**src/rtl/bcd_convert_arbiter.sv**
```systemverilog
// Shared iterative binary-to-BCD converter (double-dabble, one bit per clock)
// serving two requesters through a round-robin arbiter.
module bcd_convert_arbiter #(
    parameter int unsigned N      = 20,
    parameter int unsigned DIGITS = 6
) (
    input  logic                  clk,
    input  logic                  rst,
    input  logic                  req0,
    input  logic [N-1:0]          bin0,
    input  logic                  req1,
    input  logic [N-1:0]          bin1,
    output logic                  grant0,
    output logic                  grant1,
    output logic                  busy,
    output logic                  done,
    output logic                  done_id,
    output logic [4*DIGITS-1:0]   bcd_out,
    output logic                  ovf
);

    localparam int unsigned NDIG  = DIGITS + 1;
    localparam int unsigned REG_W = 4 * NDIG;
    localparam int unsigned BCD_W = 4 * DIGITS;
    localparam int unsigned CNT_W = (N > 1) ? $clog2(N) : 1;

    typedef enum logic {IDLE, CONV} state_t;

    state_t               state_q, state_d;
    logic [REG_W-1:0]     sreg_q, sreg_d;
    logic [N-1:0]         src_q, src_d;
    logic [CNT_W-1:0]     cnt_q, cnt_d;
    logic                 owner_q, owner_d;
    logic                 last_q, last_d;
    logic                 grant0_d, grant1_d, busy_d, done_d, done_id_d, ovf_d;
    logic [BCD_W-1:0]     bcd_d;
    logic [REG_W-1:0]     corr;
    logic [REG_W-1:0]     shifted;
    logic                 pick1;

    // Per-digit add-3 correction followed by the MSB-first shift of one operand bit
    always_comb begin
        corr = sreg_q;
        for (int unsigned d = 0; d < NDIG; d++) begin
            if (sreg_q[4*d +: 4] >= 4'd5) begin
                corr[4*d +: 4] = sreg_q[4*d +: 4] + 4'd3;
            end
        end
        shifted = {corr[REG_W-2:0], src_q[cnt_q]};
    end

    // Tie goes to whoever was not served last; last_q resets to 1 so req0 wins first
    assign pick1 = req1 && (!req0 || !last_q);

    always_comb begin
        state_d   = state_q;
        sreg_d    = sreg_q;
        src_d     = src_q;
        cnt_d     = cnt_q;
        owner_d   = owner_q;
        last_d    = last_q;
        grant0_d  = 1'b0;
        grant1_d  = 1'b0;
        busy_d    = busy;
        done_d    = 1'b0;
        done_id_d = done_id;
        bcd_d     = bcd_out;
        ovf_d     = ovf;
        case (state_q)
            IDLE: begin
                if (req0 || req1) begin
                    owner_d  = pick1;
                    src_d    = pick1 ? bin1 : bin0;
                    sreg_d   = '0;
                    cnt_d    = CNT_W'(N - 1);
                    grant0_d = !pick1;
                    grant1_d = pick1;
                    busy_d   = 1'b1;
                    state_d  = CONV;
                end
            end
            CONV: begin
                sreg_d = shifted;
                cnt_d  = cnt_q - CNT_W'(1);
                if (cnt_q == '0) begin
                    bcd_d     = shifted[BCD_W-1:0];
                    ovf_d     = |shifted[REG_W-1 -: 4];
                    done_id_d = owner_q;
                    done_d    = 1'b1;
                    busy_d    = 1'b0;
                    last_d    = owner_q;
                    cnt_d     = '0;
                    state_d   = IDLE;
                end
            end
            default: state_d = IDLE;
        endcase
    end

    always_ff @(posedge clk) begin
        if (rst) begin
            state_q <= IDLE;
            sreg_q  <= '0;
            src_q   <= '0;
            cnt_q   <= '0;
            owner_q <= 1'b0;
            last_q  <= 1'b1;
            grant0  <= 1'b0;
            grant1  <= 1'b0;
            busy    <= 1'b0;
            done    <= 1'b0;
            done_id <= 1'b0;
            bcd_out <= '0;
            ovf     <= 1'b0;
        end else begin
            state_q <= state_d;
            sreg_q  <= sreg_d;
            src_q   <= src_d;
            cnt_q   <= cnt_d;
            owner_q <= owner_d;
            last_q  <= last_d;
            grant0  <= grant0_d;
            grant1  <= grant1_d;
            busy    <= busy_d;
            done    <= done_d;
            done_id <= done_id_d;
            bcd_out <= bcd_d;
            ovf     <= ovf_d;
        end
    end

endmodule

```
**config.mk**
```make
export PLATFORM = sky130hd
export DESIGN_NAME = bcd_convert_arbiter
export DESIGN_NICKNAME = d
export VERILOG_FILES = /design/src/rtl/bcd_convert_arbiter.sv
export SDC_FILE = /design/constraint.sdc
export NUM_CORES = 1
export LEC_CHECK = 0
export CORE_UTILIZATION = 45
export DETAILED_ROUTE_END_ITERATION = 10
export PLACE_DENSITY = 0.75
export SYNTH_ARGS = -nofsm -noshare
export SYNTH_HDL_FRONTEND = slang
export SYNTH_SLANG_ARGS = --single-unit
```
**constraint.sdc**
```tcl
create_clock -name clk -period 3.5 [get_ports clk]
set_input_delay 0.7 -clock clk [delete_from_list [all_inputs] [get_ports clk]]
set_output_delay 0.7 -clock clk [all_outputs]
set_load 0.02 [all_outputs]
```
**Yosys cells after proc, flatten, opt, wreduce, memory -nomap -nowiden**

Cells that the tools add are included.

- Register bits after elaboration: 86
- Bits of input ports: 44
- Output and inout port bits: 30
- Logic and storage cells: 68

- Add/sub/neg operators: 8
- Order comparisons: 8
- Eq/ne operators: 2
- Muxes and demuxes: 22
- Bitwise operators: 2
- Reductions and logical operators: 13

Operators with widths:

| kind | count |
|---|---|
| $pmux 28 s2 | 1 |
| $ge 4x3->1 const B | 7 |
| $mux 28 | 1 |
| $add 4x2->4 const B | 6 |
| $mux 4 | 6 |
| $mux 20 | 1 |
| $mux 5 | 2 |
| $pmux 5 s2 | 1 |
| $lt 5x6->1 const B | 1 |
| $mux 1 | 6 |
| $reduce_and 2->1 | 3 |
| $bmux 1 s5 | 1 |
| $logic_not 5->1 | 1 |
| $sub 5x1->5 const B | 1 |
| $pmux 1 s2 | 2 |
| $reduce_or 4->1 | 1 |
| $add 3x2->3 const B | 1 |
| $logic_not 1->1 | 3 |
| $mux 3 | 1 |
| $reduce_or 3->1 | 1 |
| $logic_or 1x1->1 | 2 |
| $ne 2x1->1 const B | 1 |
| $ne 2x2->1 const B | 1 |
| $not 1->1 | 2 |
| 2 further kinds | 2 |

**Depth between registers and ports, before layout**

Gate-level depths: netlist of the first run.

- Word-level depth: 4
- Depth in mapped cells: 8
- Mapped depth without buffers: 7

**Worst setup path before layout of the first run**

No wires, ideal clock.

- Path type: flip-flop to flip-flop
- From: register cnt_q[0]
- To: register ovf
- Library setup time: 134 ps
- Arrival: 1687 ps
- Data required time: 3366 ps
- Slack: 1679 ps
- Stages on the path, launching flop included: 8
- Buffers on the path: 1
- Period minus slack after synthesis: 1821 ps
- Path through: dfxtp_1 -> buf_4 -> inv_1 -> ha_1 -> nor4b_4 -> nand2_1 -> a2111oi_2 -> a211oi_1

- Longest elaborated chain between the ends: 2

RTL lines:

| element | line | text |
|---|---|---|
| start: declaration | 32 | `logic [CNT_W-1:0] cnt_q, cnt_d;` |
| start signal: assignment | 119 | `cnt_q <= cnt_d;` |
| $logic_not 5->1 | 85 | `if (cnt_q == '0) begin` |
| $reduce_and 2->1 (no line) | - |  |
| end signal: assignment | 128 | `ovf <= ovf_d;` |
| end: declaration | 19 | `output logic ovf` |

Every way passes these cells.
A chain may end at the register's enable or synchronous reset.

**Worst setup path after layout of the first run**

- From: register cnt_q[0]
- To: register bcd_out[7]

- Longest elaborated chain between the ends: 2

RTL lines:

| element | line | text |
|---|---|---|
| $logic_not 5->1 | 85 |  |
| $reduce_and 2->1 (no line) | - |  |
| end signal: assignment | 113 | `bcd_out <= '0;` |
| end signal: assignment | 127 | `bcd_out <= bcd_d;` |
| end: declaration | 18 | `output logic [4*DIGITS-1:0] bcd_out,` |

Every way passes these cells.

==> results.ini, run 1 <==
[status]
status = complete, but fails checks
violations = design-rule violations

[detailed_routing]
wl_microns = 9070
wl_per_cell_microns = 13.8
drtIter0Drc = 185
dr.pass1.iters = 10
vias = 3674
remaining_drc_errors = 4
viasPerCell = 5.58
drtAntennaViolNets = 0

[yosys]
ys_types = 39
netlist_area_sq_um = 4190
synthCells = 493
yosysSeqAreaShare_pct = 41.1
synth_seq_cells = 86
yosysWarnings = 0
synthesis.nets = 552
avgSynthCellArea_sq_um = 8.49

[floorplan]
dieArea_sq_um = 9690
die_width_microns = 98.5
start_util_pct = 47.3
die_h_microns = 98.5
placementRows = 34
core_sq_um = 8850
pin_count = 74

[sta]
slew-limit-headroom_pct = 41.0
setup_slack_ns = 0.893
period_share_pct = 74.5
rsz0062_at_grt = false
whs_ns = 0.454
setup_viol = 0
hold_viol = 0
tns_ns = 0
slew_viol_final = 0
max_freq_mhz = 384
fin_crit_ns = 2.61
clock-skew-final_ns = 0.0101
worstMarginPinSlew_ns = 0.885

[place]
portBuffers = 73
placed_cell_area_sq_um = 4950
routabilityCongestion = 0.873
dp_hpwl_microns = 6420
dp_slack_ns = 0.900

[clock_network]
cts_setup_buffers = 0
htreeDepth = 3
cts_tree = done
cts_resized = 0
clockRootBuffer = clkbuf_8
clk_path_buf_depth = 2
path_clk_slew_ns = 0.09
hold_buffers = 0
insertion_delay_ns = 0.35
numCtsBuffers = 9
cts_num_sinks = 86

[worst_setup_path]
path_class = reg2reg
critPathLaunch = cnt_q[0]
r2r_start = cnt_q[0]
start_kind = register
critPathMaxFanout = 21
cp.required_ns = 3.77
cp_data_arrival_time_ns = 2.88
endpoint_kind = register

[global_route]
grt_pass1_wl_microns = 15600
top_usage_layer = met2
first_global_vias = 3496
grtUsageMet3_pct = 3.40
antenna_found_initial = 0
met1_usage_pct = 23.6
grt_max_degree = 42
overflow = 0
use_met2_pct = 34.6
groute.usage.overall_pct = 19.7

[finish]
register_area_sq_um = 1720
mostFrequentLayoutCells = 86 x dfxtp_1, 72 x clkdlybuf4s50_1, 68 x nor2_1
final_area_sq_um = 5140
area_growth_pct = 22.9
fill_cells = 792
num_antenna_cells = 0
final_common_cell = dfxtp_1
fin_nets = 606
drive_gt1_share_pct = 6.91
multiInputGateArea_sq_um = 2240
final_core_util_pct = 58.1

[power_and_ir_drop]
p_per_area_nw_per_um2 = 406
p_leak_nw = 1.82
irDropWorstVdd_v = 0.000200

[hold_path]
min_path_type = reg2reg
hp-start = bcd_out[21]

[run]
cap_violations = 0

logic make-up (layout without fill, tap and decap cells):
logic type | after synthesis | in the layout | share of synthesized area [%]
AO/OA/AOI/OAI | 137 | 137 | 22.3
XOR/XNOR | 12 | 12 | 2.51
adder cells (fa/ha/maj) | 15 | 15 | 4.48
buffers and inverters | 56 | 113 | 5.59
flip-flops | 86 | 86 | 41.1
multiplexers | 28 | 28 | 7.11
AND/OR/NAND/NOR | 159 | 159 | 16.9
flip-flops by register name, indices dropped and copies added (netlist names):
signal and cells:
grant0 1, src_q 20, state_q 1, bcd_out 24
grant1 1, ovf 1, last_q 1, owner_q 1
done_id 1, busy 1, done 1, sreg_q 28
cnt_q 5
metrics by stage:
stage / total power [mW] / std cells
5_1_grt: 2.18 / 658
3_5_place_dp: 1.41 / 644
3_3_place_gp: 1.40 / 644
2_1_floorplan: 1.29 / 493
4_1_cts: 2.10 / 658
6_report: 2.09 / 658
worst max-delay path, cell delays in order, from the launching register on:
cell and delay [ns]:
dfxtp_1 0.47, inv_1 0.17, ha_1 0.24, nor4b_4 0.49, and2_1 0.80, nor2_1 0.12
a311oi_2 0.25
cell type report:
cell class                      instances  share of cell area [%]
Clock buffer                           11                    2.94
Multi-Input combinational cell        351                    43.5
Tap cell                              108                    2.63
Clock inverter                          3                   0.875
Inverter                               18                    1.31
Timing Repair Buffer                   81                    15.3
Sequential cell                        86                    33.5
layer usage:
metal,part of all wire (%),up-vias
li1,-,1845
met1,44,1691
met2,49,119
met3,5.0,19
met5,0,-
met4,2.0,0
final timing paths:
kind | to | slack, ns | depth (start not counted)
max reg2reg | bcd_out[7] | 0.89 | 6
max | bcd_out[7] | 0.89 | 6
min | bcd_out[21] | 0.45 | 2
min reg2reg | bcd_out[21] | 0.45 | 2
report_power, final:
part	leakage (nW)	internal (mW)	total, mW	switching (mW)
Clock	0.0935	0.361	0.701	0.340
Sequential	0.701	1.02	1.07	0.0414
Combinational	1.03	0.152	0.320	0.168
Total	1.82	1.54	2.09	0.549
synth_stat cells, drive strengths merged:
cell type / count / area [sq um]
dfxtp: 86 / 1720
o211ai: 1 / 7.51
nand2: 40 / 150
or4: 1 / 7.51
buf: 10 / 61.3
o2bb2ai: 1 / 8.76
mux4: 1 / 22.5
o21ai: 21 / 105
nor2: 69 / 259
a211oi: 36 / 270
nand2b: 10 / 62.6
clkinv: 1 / 3.75
a21o: 8 / 60.1
o22ai: 1 / 6.26
a21oi: 39 / 195
ha: 15 / 188
mux2: 4 / 45.0
nor2b: 1 / 6.26
inv: 17 / 63.8
o31ai: 1 / 7.51
nor3b: 2 / 15.0
xor2: 5 / 43.8
a2111oi: 1 / 15.0
nor3: 17 / 85.1
or3: 6 / 37.5
mux2i: 23 / 230
xnor2: 7 / 61.3
a311o: 1 / 10.0
a22oi: 19 / 143
nor4b: 1 / 23.8
a21boi: 1 / 11.3
and2: 1 / 6.26
o2111ai: 1 / 8.76
clkbuf: 28 / 105
a311oi: 6 / 83.8
nand3: 11 / 55.1
Note: power is estimated with default switching activity, not from simulation.
==> run 2: changes to the inputs <==
==> constraint.sdc (replaced) <==
create_clock -name clk -period 2.7 [get_ports clk]
set_input_delay 0.54 -clock clk [delete_from_list [all_inputs] [get_ports clk]]
set_output_delay 0.54 -clock clk [all_outputs]
set_load 0.02 [all_outputs]
==> run 2 against run 1 <==
The run still ends with design-rule violations left. Worst setup slack worse by 0.38 ns. Cell count is 0.76% higher. Via count is 1.4% lower. Global-route usage is 0.11 points lower. Clock skew is 0.0020 ns lower. Sequential share of layout area is 0.31 points lower. Non-clock buffer count is 3 higher. Critical path type unchanged. Highest routed layer unchanged.
==> results.ini, run 2 (synthesis results as in run 1) <==
[finish]
mostFrequentLayoutCells = 86 x dfxtp_1, 72 x clkdlybuf4s50_1, 68 x nor2_1
area_growth_pct = 24.0
num_antenna_cells = 0  ; unchanged
stdcell_count = 663  ; +0.76%
final_core_util_pct = 58.7  ; +0.54 points
drive_gt1_share_pct = 7.75  ; +0.84 points
largest_reg_flops = 28  ; unchanged
fill_cells = 780  ; -1.5%
fin_nets = 609  ; +0.50%
reg_top3 = sreg_q x28, bcd_out x24, src_q x20
final_common_cell = dfxtp_1
largest-register = sreg_q

[worst_setup_path]
crit_top_cell = buf_4
critPathMaxFanout = 14  ; -33%
r2r_cells = 8  ; +2
path_class = reg2reg
cp_slowest_stage_delay_ns = 0.35  ; -0.45 ns
slowest_stage = dfxtp_1
crit_chain = inv_1 > ha_1 > nor4b_4 > buf_4 > and2_1 > buf_4 > nor2_1 > a311oi_2
cp_data_arrival_time_ns = 2.45  ; -0.43 ns
critPathLaunch = cnt_q[1]
endpoint_kind = register
cp.required_ns = 2.96  ; -0.81 ns
start_kind = register
r2r_start = cnt_q[1]

[place]
dpl.cell_count = 647  ; +0.47%
dp_slack_ns = 0.545  ; -0.355 ns
portBuffers = 73  ; unchanged
routabilityCongestion = 0.836  ; -4.3%
dp_hpwl_microns = 6360  ; -1.0%

[detailed_routing]
vias = 3621  ; -1.4%
wl_per_cell_microns = 13.8  ; about the same
viasPerCell = 5.46  ; -2.2%
drtIter0Drc = 206  ; +11%
wl_microns = 9140  ; +0.84%
drtAntennaViolNets = 0  ; unchanged
dr.pass1.iters = 10  ; unchanged
remaining_drc_errors = 4  ; unchanged

[clock_network]
cts_setup_buffers = 0  ; unchanged
insertion_delay_ns = 0.35  ; about the same
htreeDepth = 3  ; unchanged
cts_tree = done
cts_num_sinks = 86  ; unchanged
path_clk_slew_ns = 0.08  ; about the same
cts_resized = 0  ; unchanged
clockRootBuffer = clkbuf_8
numCtsBuffers = 9  ; unchanged
clk_path_buf_depth = 2  ; unchanged
hold_buffers = 0  ; unchanged

[power_and_ir_drop]
p_leak_nw = 1.86  ; +2.0%
irDropWorstVdd_v = 0.000309  ; +54%
fin_total_pwr_mw = 2.75  ; +32%
p_per_area_nw_per_um2 = 529  ; +30%

[floorplan]
pin_count = 74  ; unchanged
start_util_pct = 47.3  ; unchanged
placementRows = 34  ; unchanged
dieArea_sq_um = 9690  ; unchanged
die_h_microns = 98.5  ; unchanged
die_width_microns = 98.5  ; unchanged
core_sq_um = 8850  ; unchanged

[global_route]
first_global_vias = 3352  ; -4.1%
grt_pass1_wl_microns = 15500  ; -0.88%
grt_max_degree = 87  ; +110%
antenna_found_initial = 0  ; unchanged
groute.usage.overall_pct = 19.6  ; -0.11 points
overflow = 0  ; unchanged

[sta]
clock-skew-final_ns = 0.00808  ; -0.00202 ns
slew_viol_final = 0  ; unchanged
hold_viol = 0  ; unchanged
rsz0062_at_grt = false
max_freq_mhz = 457  ; +19%
tns_ns = 0  ; unchanged
fin_crit_ns = 2.19  ; -0.418 ns
setup_slack_ns = 0.511  ; -0.382 ns
setup_viol = 0  ; unchanged
worstMarginPinSlew_ns = 0.556  ; -0.329 ns
slew-limit-headroom_pct = 62.5  ; +22 points
period_share_pct = 81.1  ; +6.6 points

[hold_path]
hp-start = owner_q
min_path_type = reg2reg
whs_path_depth = 2  ; unchanged

[run]
cap_violations = 0  ; unchanged

[status]
status = complete, but fails checks
violations = design-rule violations

==> run 2: cell count changes in the layout (fill, tap and decap cells not counted), sizes merged <==
| cell | before | now |
|---|---|---|
| clkinvlp | 2 | 0 |
| clkinv | 1 | 5 |
| buf | 9 | 12 |
==> run 2: area by class of cell <==
| class | count | area, sq um | area share (%) |
|---|---|---|---|
| clock inverter | 5 | 57.6 | 1.11 |
| inverter | 18 | 67.6 | 1.30 |
| tap | 108 | 135 | 2.60 |
| clock buffer | 11 | 151 | 2.92 |
| multi-input combinational | 351 | 2240 | 43.1 |
| timing repair buffer | 84 | 821 | 15.8 |
| sequential | 86 | 1720 | 33.2 |
==> run 2: final timing paths <==
kind                                    end  slack [ns]
worst min register to register      owner_q        0.46
worst max register to register  bcd_out[15]        0.51
worst max-delay path            bcd_out[15]        0.51
worst min-delay path                owner_q        0.46
==> run 2: per-stage QoR <==
stage,instance area [sq um],hold slack [ns]
finish,5190,0.458
global route,5190,0.485
CTS,5190,0.461
detailed placement,4980,0.449
global placement,4980,0.444
floorplan,4190,0.434
==> run 2: routing by layer <==
| metal | up-vias | global-route usage, % | wire, microns |
|---|---|---|---|
| li1 | 1851 | - | - |
| met1 | 1667 | 23.8 | 4110 |
| met2 | 97 | 34.6 | 4550 |
| met3 | 6 | 4.61 | 420 |
| met4 | 0 | 5.63 | 64 |
| met5 | - | 0 | 0 |
==> run 2: worst max-delay path: cells and delay by family, from the launching register on <==
family	cells	cell delay, ns
fa+ha+maj	1	0.24
buf+inv	3	0.61
simple gates	3	0.66
flops	1	0.35
compound gates	1	0.25
==> run 2: report_power, final <==
part           switching, mW  internal (mW)
clock                  0.457          0.478
sequential            0.0390           1.33
combinational          0.238          0.207
